<file path="config.mk">
export PLATFORM = sky130hd
export DESIGN_NAME = timer_ctrl
export DESIGN_NICKNAME = d
export VERILOG_FILES = /design/src/rtl/timer_ctrl.sv
export SDC_FILE = /design/constraint.sdc
export NUM_CORES = 1
export LEC_CHECK = 0
export ABC_AREA = 0
export CORE_MARGIN = 1
export CORE_UTILIZATION = 55
export DETAILED_ROUTE_END_ITERATION = 16
export GPL_ROUTABILITY_DRIVEN = 0
export GPL_TIMING_DRIVEN = 1
export MAX_ROUTING_LAYER = met4
export PLACE_DENSITY = 0.83
export SYNTH_ARGS = -nofsm -noshare
export SYNTH_HDL_FRONTEND = slang
export SYNTH_SLANG_ARGS = --single-unit
</file>
<file path="constraint.sdc">
create_clock -name i_clk -period 8.7 [get_ports i_clk]
set_input_delay 0.87 -clock i_clk [delete_from_list [all_inputs] [get_ports i_clk]]
set_output_delay 0.87 -clock i_clk [all_outputs]
set_load 0.02 [all_outputs]
</file>
<file path="src/rtl/timer_ctrl.sv">
// timer_ctrl: prescaled down-counting timer with one-shot/periodic modes and
// a level interrupt on expiry. Register access goes through a single-cycle
// write/read port.
//
// Ports:
//   i_clk, i_rst       clock, asynchronous active-high reset
//   i_wr, i_rd         write / read strobes
//   i_addr, i_wdata    register index and write data
//   i_capture          capture input (only with TIMER_CAPTURE_EN)
//   o_rdata            registered read data, held until the next read
//   o_irq              registered level interrupt
//   o_count            live counter value
//
// Register map: 0 CTRL {IRQEN,PERIODIC,EN}, 1 RELOAD, 2 PRESCALE,
//               3 STATUS {CAP,EXP} (W1C), 4 COUNT (RO), 5 CAPTURE (RO).
//
// Optional feature macro: TIMER_CAPTURE_EN adds i_capture, a 2-flop
// synchronizer, the CAPTURE register and the STATUS.CAP flag.
module timer_ctrl #(
  parameter int DATA_WIDTH     = 32,
  parameter int PRESCALE_WIDTH = 16
) (
  input  logic                  i_clk,
  input  logic                  i_rst,
  input  logic                  i_wr,
  input  logic                  i_rd,
  input  logic [2:0]            i_addr,
  input  logic [DATA_WIDTH-1:0] i_wdata,
`ifdef TIMER_CAPTURE_EN
  input  logic                  i_capture,
`endif
  output logic [DATA_WIDTH-1:0] o_rdata,
  output logic                  o_irq,
  output logic [DATA_WIDTH-1:0] o_count
);

  typedef enum logic [1:0] {IDLE, RUN, DONE} state_t;

  state_t                    state_q, state_d;
  logic                      en_q, en_d;
  logic                      periodic_q, periodic_d;
  logic                      irqen_q, irqen_d;
  logic [DATA_WIDTH-1:0]     reload_q, reload_d;
  logic [PRESCALE_WIDTH-1:0] prescale_q, prescale_d;
  logic                      exp_q, exp_d;
  logic [DATA_WIDTH-1:0]     count_q, count_d;
  logic [PRESCALE_WIDTH-1:0] pscnt_q, pscnt_d;
  logic [DATA_WIDTH-1:0]     rdata_q, rdata_d;
  logic                      irq_q, irq_d;

  logic                      wr_ctrl, wr_reload, wr_prescale, wr_status;
  logic                      expire;
  logic                      cap_flag;
  logic [DATA_WIDTH-1:0]     rd_mux;

`ifdef TIMER_CAPTURE_EN
  logic                  cap_meta_q, cap_sync_q, cap_prev_q;
  logic                  cap_q, cap_d;
  logic [DATA_WIDTH-1:0] capture_q, capture_d;
`endif

  always_comb begin
    state_d    = state_q;
    en_d       = en_q;
    periodic_d = periodic_q;
    irqen_d    = irqen_q;
    reload_d   = reload_q;
    prescale_d = prescale_q;
    exp_d      = exp_q;
    count_d    = count_q;
    pscnt_d    = pscnt_q;
    expire     = 1'b0;

    wr_ctrl     = i_wr && (i_addr == 3'd0);
    wr_reload   = i_wr && (i_addr == 3'd1);
    wr_prescale = i_wr && (i_addr == 3'd2);
    wr_status   = i_wr && (i_addr == 3'd3);

    if (wr_ctrl) begin
      en_d       = i_wdata[0];
      periodic_d = i_wdata[1];
      irqen_d    = i_wdata[2];
    end
    if (wr_reload)   reload_d   = i_wdata;
    if (wr_prescale) prescale_d = i_wdata[PRESCALE_WIDTH-1:0];
    if (wr_status && i_wdata[0]) exp_d = 1'b0;

    case (state_q)
      RUN: begin
        if (wr_ctrl && !i_wdata[0]) begin
          state_d = IDLE;                      // count and prescaler freeze
        end else if (pscnt_q == prescale_q) begin
          pscnt_d = '0;
          if (count_q == '0) begin
            expire = 1'b1;
            if (periodic_q) begin
              count_d = reload_q;
            end else begin
              en_d    = 1'b0;                  // one-shot: count stays at 0
              state_d = DONE;
            end
          end else begin
            count_d = count_q - DATA_WIDTH'(1);
          end
        end else begin
          // Free-running increment; wraps if PRESCALE was lowered below it.
          pscnt_d = pscnt_q + PRESCALE_WIDTH'(1);
        end
      end
      default: begin                           // IDLE, DONE: EN is 0 here
        if (wr_ctrl && i_wdata[0]) begin
          state_d = RUN;
          count_d = reload_q;
          pscnt_d = '0;
        end else if (wr_ctrl) begin
          state_d = IDLE;
        end
      end
    endcase

    // Set beats a same-cycle W1C.
    if (expire) exp_d = 1'b1;
  end

`ifdef TIMER_CAPTURE_EN
  always_comb begin
    cap_d     = cap_q;
    capture_d = capture_q;
    if (wr_status && i_wdata[1]) cap_d = 1'b0;
    if (cap_sync_q && !cap_prev_q) begin
      cap_d     = 1'b1;
      capture_d = count_q;
    end
  end
  assign cap_flag = cap_q;
`else
  assign cap_flag = 1'b0;
`endif

  // Read mux sees only registered state, so a same-cycle write reads old data.
  always_comb begin
    rd_mux = '0;
    case (i_addr)
      3'd0: rd_mux[2:0] = {irqen_q, periodic_q, en_q};
      3'd1: rd_mux = reload_q;
      3'd2: rd_mux[PRESCALE_WIDTH-1:0] = prescale_q;
      3'd3: rd_mux[1:0] = {cap_flag, exp_q};
      3'd4: rd_mux = count_q;
`ifdef TIMER_CAPTURE_EN
      3'd5: rd_mux = capture_q;
`endif
      default: rd_mux = '0;
    endcase
    rdata_d = i_rd ? rd_mux : rdata_q;
    irq_d   = irqen_q & (exp_q | cap_flag);
  end

  always_ff @(posedge i_clk or posedge i_rst) begin
    if (i_rst) begin
      state_q    <= IDLE;
      en_q       <= 1'b0;
      periodic_q <= 1'b0;
      irqen_q    <= 1'b0;
      reload_q   <= '0;
      prescale_q <= '0;
      exp_q      <= 1'b0;
      count_q    <= '0;
      pscnt_q    <= '0;
      rdata_q    <= '0;
      irq_q      <= 1'b0;
    end else begin
      state_q    <= state_d;
      en_q       <= en_d;
      periodic_q <= periodic_d;
      irqen_q    <= irqen_d;
      reload_q   <= reload_d;
      prescale_q <= prescale_d;
      exp_q      <= exp_d;
      count_q    <= count_d;
      pscnt_q    <= pscnt_d;
      rdata_q    <= rdata_d;
      irq_q      <= irq_d;
    end
  end

`ifdef TIMER_CAPTURE_EN
  always_ff @(posedge i_clk or posedge i_rst) begin
    if (i_rst) begin
      cap_meta_q <= 1'b0;
      cap_sync_q <= 1'b0;
      cap_prev_q <= 1'b0;
      cap_q      <= 1'b0;
      capture_q  <= '0;
    end else begin
      cap_meta_q <= i_capture;
      cap_sync_q <= cap_meta_q;
      cap_prev_q <= cap_sync_q;
      cap_q      <= cap_d;
      capture_q  <= capture_d;
    end
  end
`endif

  assign o_rdata = rdata_q;
  assign o_irq   = irq_q;
  assign o_count = count_q;

endmodule

</file>
==> results of run 1 <==
critical path, delay by kind of cell:
family | cells | cell delay, ps
mux | 1 | 370
simple gates | 2 | 1950
buf+inv | 2 | 1270
power by group through the flow:
stage / Combinational (mW) / Clock, mW / Sequential (mW)
4_1_cts: 0.819 / 0.756 / 1.03
3_3_place_gp: 0.783 / 0 / 1.03
3_5_place_dp: 0.807 / 0 / 1.03
6_report: 0.823 / 0.752 / 1.04
5_1_grt: 0.886 / 0.784 / 1.06
2_1_floorplan: 0.415 / 0 / 1.07
registers in the layout, indices dropped and copies added (netlist names), 2 cells and up:
signal      cells
o_count        32
o_rdata        32
prescale_q     16
pscnt_q        16
reload_q       32
state_q         2
synth_stat cells (15+ instances only):
cell type / instances / area share
dfrtp_1: 135 / 0.48
nor2_1: 87 / 0.046
a21oi_1: 60 / 0.043
mux2_2: 49 / 0.078
a22oi_1: 32 / 0.034
nand2_1: 30 / 0.016
nor3_1: 30 / 0.021
clkbuf_1: 27 / 0.014
o21ai_0: 27 / 0.019
inv_1: 22 / 0.012
nand3_1: 21 / 0.015
xor2_1: 20 / 0.025
buf_2: 19 / 0.013
a2bb2oi_1: 18 / 0.022
o21ai_1: 15 / 0.011
area by class of cell:
type	count	area, µm²	area share
sequential	135	3380	0.385
clock inverter	8	118	0.0134
multi-input combinational	519	3390	0.386
inverter	22	85.1	0.00969
clock buffer	24	502	0.0572
tap	168	210	0.0239
timing repair buffer	112	1090	0.125
layer usage:
metal	part of all wire	vias to the layer above	GRT usage
li1	-	2825	-
met1	0.42	3138	0.426
met2	0.48	373	0.498
met3	0.079	56	0.0727
met4	0.028	0	0.132
met5	0	-	-
path summary, 6_finish.rpt:
check	cells after the start	slack (ps)	from	end
setup / recovery	5	4520	i_addr[1]	reload_q[17]
hold / removal	2	510	irqen_q	irqen_q
setup reg to reg	10	5450	o_count[0]	o_count[1]
hold reg to reg	2	510	irqen_q	irqen_q
max in group asynchronous	3	6280	i_rst	o_rdata[12]
min in group asynchronous	2	880	i_rst	o_rdata[17]
cells by family (layout without fill, tap and decap cells):
logic type               count (synthesis)  count (layout)  synth area share
AND/OR/NAND/NOR                        239             239             0.178
flip-flops                             135             135             0.480
XOR/XNOR                                22              22            0.0274
buffers and inverters                   71             166            0.0417
adder cells (fa/ha/maj)                  3               3           0.00533
AO/OA/AOI/OAI                          201             201             0.183
multiplexers                            54              54            0.0856
==> impl_results.md, run 1 <==
- Seq pwr share: 0.397
- Slew margin rel.: 0.187
- Post-Route Setup TNS: 0 ps
- Pins over their slew limit: 0
- RSZ-0062 raised after global routing: false
- Post-Synthesis Cells: roughly 730
- Ys Warns: 0
- Internal power: 1.66 mW
- Die Span Y: between 100 and 150 µm
- Crit. End Element: register
- Final min period: 4180 ps
- Max Freq: approximately 240 MHz
- Outcome: complete, no violations
- Final nets: about 850
- WHS: 509 ps
- Synth Flop Type: dfrtp_1
- Starting density of the core: 0.574
- Final setup vio count: 0
- VDD IR max: ~0.00016 V
- Critical path peak fanout: 26
- H-tree lvl count: 4
- Worst path arrival time: 4480 ps
- Post-DRT Antenna Nets: 0
- Synth Net Count: ~770
- Netlist cell types: between 50 and 60
- TritonCTS Buffers: 17
- Final instance area: 0.00878 mm²
- Input/output buffers: just over 100
- CP cell instances: clkdlybuf4s50_1, nor3_2, and2_1, buf_4, mux2_2
- Ports: between 100 and 150
- Grt ovf: 0
- Worst skew pair latency: roughly 420 ps
- Fraction of layout cells with a size suffix above 1: 0.129
- Post-synth EDFFs: 0
- Post-layout util: 0.716
- Clock share of power: 0.288
- Power density cells: ~300 mW/mm²
- Mean Syn Cell Area: 9.72 µm²
- First-pass DRT Iterations: 6
- Non-Filler Instances: 988
- Slowest CP cell: nor3_2
- Critical path type: in -> reg
- Detailed-route via count: 6,392
- Synth Register Bits: about 140
- Reg clk slew, reported paths: ~60 ps
- Rows: 40
- P&R area growth vs syn: 24.6%
- Initial antenna violation count: 0
- Ant diodes: 0
- TritonCTS clock tree: yes
- CTS Root Cell: clkbuf_16
- Synthesized cell area: 0.00704 mm²
- CP peak stage delay: 1170 ps
- Fillers: between 800 and 900
- Clock skew: around 5.6 ps
- Tcrit/Tclk final: 0.480
- Per-cell routed wire length: approximately 20 µm
- Hold Buf Count CTS: 0
- Pre-CTS setup slack: ~4200 ps
- Clock sinks: roughly 140
- Post-CTS Setup Bufs: 0
- Commonest non-fill, non-tap cell in the layout: dfrtp_1
- NetSw: about 950 µW
- Dpl cells: about 960
- Initial DRC count: roughly 760
- Number of max-cap violations: 0
- Placed Area: 0.00816 mm²
- Synth async-reset ratio: 1.00
- Worst Path Required: 9000 ps
- DRC violations left: 0
- WL final: around 20,000 µm
- Leakage: about 3.5 nW
- Sequential-to-total area share from yosys stat: 0.480
- Total track usage: 0.327
- Clock Path Buffers: 2
- Most frequent cells in the layout: dfrtp_1, clkdlybuf4s50_1, nor2_1
- Final Hold Viols: 0
- Die area: approximately 0.013 mm²
- Core Region: 0.0123 mm²
- Hold Crit Class: reg -> reg
- Largest net degree at the start of global routing: slightly above 90
- Die Wd: 115 µm
- Tot Pwr: between 2 and 3 mW
- Worst-Margin Slew: approximately 1200 ps
- Logic pwr share: 0.315
- DR vias/cell: approximately 6.5
- DP HPWL: 13,100 µm
- PostCTS Resize Cnt: 0
- Vias in the first global route: about 6,300
- Sw frac: 0.364
- Worst Setup Start Kind: primary input
- First-pass GRT wire length: 32,200 µm
- Setup WS post-layout: 4520 ps
Power figures use the tool's default switching activity.
==> inputs of run 2 (changes only) <==
Clock period 8.7 ns to 4.3 ns, I/O delays scaled along.
==> impl_results.md, run 2 (synthesized netlist as in run 1, its figures left out) <==
- Outcome: complete, no violations
- Slew margin rel.: 0.188 (+0.000351)
- Tot Pwr: 5.32 mW (+100%)
- Crit. End Element: register
- TritonCTS clock tree: yes
- Clock sinks: 135 (unchanged)
- Reg clk slew, reported paths: 60 ps (about the same)
- CP peak stage delay: 610 ps (-560 ps)
- Initial DRC count: 707 (-7.1%)
- Post-layout util: 0.723 (+0.00663)
- Clock skew: 8.78 ps (+3.19 ps)
- Initial antenna violation count: 0 (unchanged)
- Critical path peak fanout: 16 (-38%)
- Ant diodes: 0 (unchanged)
- TritonCTS Buffers: 17 (unchanged)
- Worst Path Buf+Inv: 1 (-1)
- VDD IR max: 0.000429 V (+160%)
- Most used cell along the critical path: nor2_1
- First-pass DRT Iterations: 6 (unchanged)
- Clock Path Buffers: 2 (unchanged)
- Input/output buffers: 103 (unchanged)
- Commonest non-fill, non-tap cell in the layout: dfrtp_1
- Worst Setup Start Kind: register
- Total track usage: 0.325 (-0.00253)
- Die Wd: 115 µm (unchanged)
- Critical path type: reg -> reg
- Hold Crit Class: reg -> reg
- Final min period: roughly 3200 ps
- DP HPWL: 13,500 µm (+3.5%)
- Die Span Y: 115 µm (unchanged)
- Post-DRT Antenna Nets: 0 (unchanged)
- Tcrit/Tclk final: 0.735
- Per-cell routed wire length: 19.8 µm (-0.82%)
- Post-Route Setup TNS: 0 ps (unchanged)
- RSZ-0062 raised after global routing: false
- Worst Hold Launch: state_q[1]
- DR vias/cell: 6.44 (-0.41%)
- R2R cell count: 7 (-3)
- Ports: 104 (unchanged)
- CTS Root Cell: clkbuf_16
- Pins over their slew limit: 0 (unchanged)
- Core Region: 0.0123 mm² (unchanged)
- Hold Buf Count CTS: 0 (unchanged)
- Most frequent cells in the layout: dfrtp_1, clkdlybuf4s50_1, nor2_1
- Cell count along the critical path: 7 (+2)
- WL final: 19,600 µm (-0.31%)
- Rows: 40 (unchanged)
- H-tree lvl count: 4 (unchanged)
- DRC violations left: 0 (unchanged)
- Starting density of the core: 0.574 (unchanged)
- Final setup vio count: 0 (unchanged)
- Post-CTS Setup Bufs: 0 (unchanged)
- Max Freq: 316 MHz
- CP delay by family, top: simple AND/OR/NAND/NOR gates
- First-pass GRT wire length: 31,700 µm (-1.5%)
- Worst path arrival time: 3510 ps (-970 ps)
- Worst-Margin Slew: 1220 ps (+6.08 ps)
- FF-to-FF Start: o_count[18]
- Fraction of layout cells with a size suffix above 1: 0.136 (+0.00649)
- Die area: 0.0133 mm² (unchanged)
- Slowest CP cell: or4_1
- Placed Area: 0.00822 mm² (+0.77%)
- Grt ovf: 0 (unchanged)
- Worst skew pair latency: 430 ps (about the same)
- Fillers: 893 (+0.79%)
- R2R setup slack: 1140 ps (-4310 ps)
- Hold EP: state_q[1]
- P&R area growth vs syn: 25.8%
- Final instance area: 0.00886 mm² (+0.93%)
- Number of max-cap violations: 0 (unchanged)
- Power density cells: 601 mW/mm² (+100%)
- Hold Crit Depth: 2 (unchanged)
- PostCTS Resize Cnt: 0 (unchanged)
- Final nets: 854 (+0.59%)
- Detailed-route via count: 6,398 (+0.094%)
- Final Hold Viols: 0 (unchanged)
- Vias in the first global route: 6,150 (-2.6%)
- Worst Path Required: 4650 ps (-4350 ps)
- Leakage: 3.56 nW (+1.2%)
- CP cell instances: or4_1, nor2_1, nand4_1, nor2_2, nor2_1, buf_4, a2bb2oi_1
- FF-to-FF End: o_count[6]
- Largest net degree at the start of global routing: 78 (-14%)
==> run 2: layout make-up <==
class	instances	area [µm²]	area share
repair buffers	117	1160	0.130
well taps	168	210	0.0237
multi-input cells	519	3390	0.383
clock inverters	7	113	0.0127
flip-flops and latches	135	3380	0.381
inverters	22	85.1	0.00960
clock buffers	25	526	0.0593
==> run 2: tightest hold or removal path, stage by stage (launching register included) <==
cell     delay [ps]
dfrtp_1         350
nor2_1           50
nor2_1           90
==> run 2: power breakdown <==
group	internal (mW)	switching, mW
sequential	1.59	0.495
clock	1.02	0.538
combinational	0.793	0.886
==> run 2: worst max path at each step <==
stage,startpoint,end,slack (ps)
floorplan,i_rst,en_q,260
global placement,i_addr[1],o_count[10],1170
detailed placement,i_addr[2],o_count[14],1080
CTS,o_count[18],o_count[6],1180
global route,o_count[16],o_count[18],960
finish,o_count[18],o_count[6],1140
==> run 2: metal layers <==
layer,up-vias,wire length [µm],global-route usage
li1,2840,-,-
met1,3139,8210,0.424
met2,366,9340,0.493
met3,53,1500,0.0627
met4,0,589,0.145
met5,-,0,-
==> run 2: stage by stage <==
step                      hold slack [ps]  instances  setup WS [ps]
after floorplan                       455        725            259
after global placement                513        961           1170
after detailed placement              517        961           1080
after CTS                             529        993           1180
after global routing                  544        993            959
final                                 525        993           1140
==> inputs of run 3 (changes only) <==
Clock period 4.3 ns to 3.2 ns, I/O delays scaled along.
==> impl_results.md, run 3 (synthesized netlist as in run 1, its figures left out) <==
- WHS: 368 ps (-157 ps)
- Final Hold Viols: 0 (unchanged)
- Rows: 40 (unchanged)
- Hold Crit Class: in -> async
- Final instance area: 0.00892 mm² (+0.65%)
- Worst Path Buf+Inv: 1 (unchanged)
- Logic pwr share: 0.318 (+0.003)
- Worst path arrival time: 3160 ps (-350 ps)
- Final setup vio count: 0 (unchanged)
- CTS Root Cell: clkbuf_16
- Initial antenna violation count: 0 (unchanged)
- PostCTS Resize Cnt: 0 (unchanged)
- Tot Pwr: 7.08 mW (+33%)
- Initial DRC count: 518 (-27%)
- Hold Buf Count CTS: 0 (unchanged)
- TritonCTS Buffers: 17 (unchanged)
- Sw frac: 0.360 (-0.000582)
- Seq pwr share: 0.398 (+0.005)
- Pre-CTS setup slack: 271 ps (-805 ps)
- Placed Area: 0.00831 mm² (+1.1%)
- Largest net degree at the start of global routing: 68 (-13%)
- DP HPWL: 13,500 µm (-0.45%)
- TritonCTS clock tree: yes
- Core Region: 0.0123 mm² (unchanged)
- Detailed-route via count: 6,370 (-0.44%)
- Grt ovf: 0 (unchanged)
- WL final: 19,300 µm (-1.7%)
- Worst-Margin Slew: 1160 ps (-59.3 ps)
- First-pass DRT Iterations: 5 (-1)
- DR vias/cell: 6.34 (-1.5%)
- Post-Route Setup TNS: 0 ps (unchanged)
- Reg clk slew, reported paths: 60 ps (about the same)
- Commonest non-fill, non-tap cell in the layout: dfrtp_1
- Per-cell routed wire length: 19.2 µm (-2.8%)
- Total track usage: 0.321 (-0.00342)
- Clock share of power: 0.284 (-0.008)
- Leakage: 3.59 nW (+0.87%)
- Most frequent cells in the layout: dfrtp_1, clkdlybuf4s50_1, nor2_1
- DRC violations left: 0 (unchanged)
- CP delay by family, top: compound AO/OA/AOI/OAI gates
- VDD IR max: 0.000435 V (+1.3%)
- Non-Filler Instances: 1,004 (+1.1%)
- Worst Setup Start Kind: register
- Number of max-cap violations: 0 (unchanged)
- Ant diodes: 0 (unchanged)
- Final nets: 866 (+1.4%)
- Critical path type: reg -> reg
- Post-DRT Antenna Nets: 0 (unchanged)
- First-pass GRT wire length: 31,500 µm (-0.63%)
- Setup WS post-layout: 306 ps (-834 ps)
- H-tree lvl count: 4 (unchanged)
- Crit. End Element: register
- NetSw: 2.55 mW (+33%)
- Power density cells: 794 mW/mm² (+32%)
- Ports: 104 (unchanged)
- Max Freq: 346 MHz (+9.2%)
- Dpl cells: 973 (+1.2%)
- Vias in the first global route: 6,318 (+2.7%)
- Final min period: 2890 ps (-266 ps)
- Worst Path Required: 3470 ps (-1180 ps)
- Clock sinks: 135 (unchanged)
- Die Wd: 115 µm (unchanged)
- Input/output buffers: 103 (unchanged)
- Tcrit/Tclk final: 0.904 (+0.169)
- Die Span Y: 115 µm (unchanged)
- CP peak stage delay: 940 ps (+330 ps)
- Slew margin rel.: 0.227 (+0.0395)
- CP cell instances: inv_1, ha_1, nor4b_1, and4_1, a31oi_4, nand4_1, o21ai_0, a2bb2oi_2
- Post-CTS Setup Bufs: 0 (unchanged)
- Worst skew pair latency: 420 ps (about the same)
- Die area: 0.0133 mm² (unchanged)
- Starting density of the core: 0.574 (unchanged)
- Internal power: 4.53 mW (+33%)
- Critical path peak fanout: 48 (+32)
- Fillers: 848 (-5.0%)
- RSZ-0062 raised after global routing: false
- Slowest CP cell: a31oi_4
- Pins over their slew limit: 0 (unchanged)
- P&R area growth vs syn: 26.6%
- Outcome: complete, no violations
- Post-layout util: 0.727 (+0.00469)
- Fraction of layout cells with a size suffix above 1: 0.144 (+0.00778)
- Clock skew: 6.61 ps (-2.17 ps)
- Clock Path Buffers: 2 (unchanged)
- R2R setup slack: 310 ps (-830 ps)
==> run 3: final cells by class <==
type / instances / area, µm² / share of cell area
timing repair buffer: 129 / 1250 / 0.140
tap: 168 / 210 / 0.0236
sequential: 135 / 3380 / 0.379
clock buffer: 22 / 454 / 0.0509
inverter: 22 / 86.3 / 0.00968
clock inverter: 9 / 150 / 0.0168
multi-input combinational: 519 / 3390 / 0.380
==> run 3: final timing paths <==
check / from / to / cells past startpoint
hold / removal: i_rst / o_rdata[17] / 2
setup / recovery: o_count[0] / o_count[29] / 8
hold reg to reg: irqen_q / irqen_q / 2
min in group i_clk: i_rd / o_rdata[2] / 2
setup reg to reg: o_count[0] / o_count[29] / 8
max in group asynchronous: i_rst / pscnt_q[3] / 3
==> run 3: metal layers <==
metal | vias up | routed length, µm | GRT usage
li1 | 2863 | - | -
met3 | 44 | 1250 | 0.0532
met2 | 307 | 9220 | 0.496
met4 | 0 | 539 | 0.136
met5 | - | 0 | -
met1 | 3156 | 8310 | 0.421
==> run 3: power groups by stage <==
stage | Combinational [mW] | Clock [mW] | Sequential (mW)
2_1_floorplan | 1.13 | 0 | 2.90
3_3_place_gp | 2.16 | 0 | 2.78
3_5_place_dp | 2.22 | 0 | 2.81
4_1_cts | 2.25 | 2.03 | 2.79
5_1_grt | 2.42 | 2.11 | 2.87
6_report | 2.25 | 2.01 | 2.82
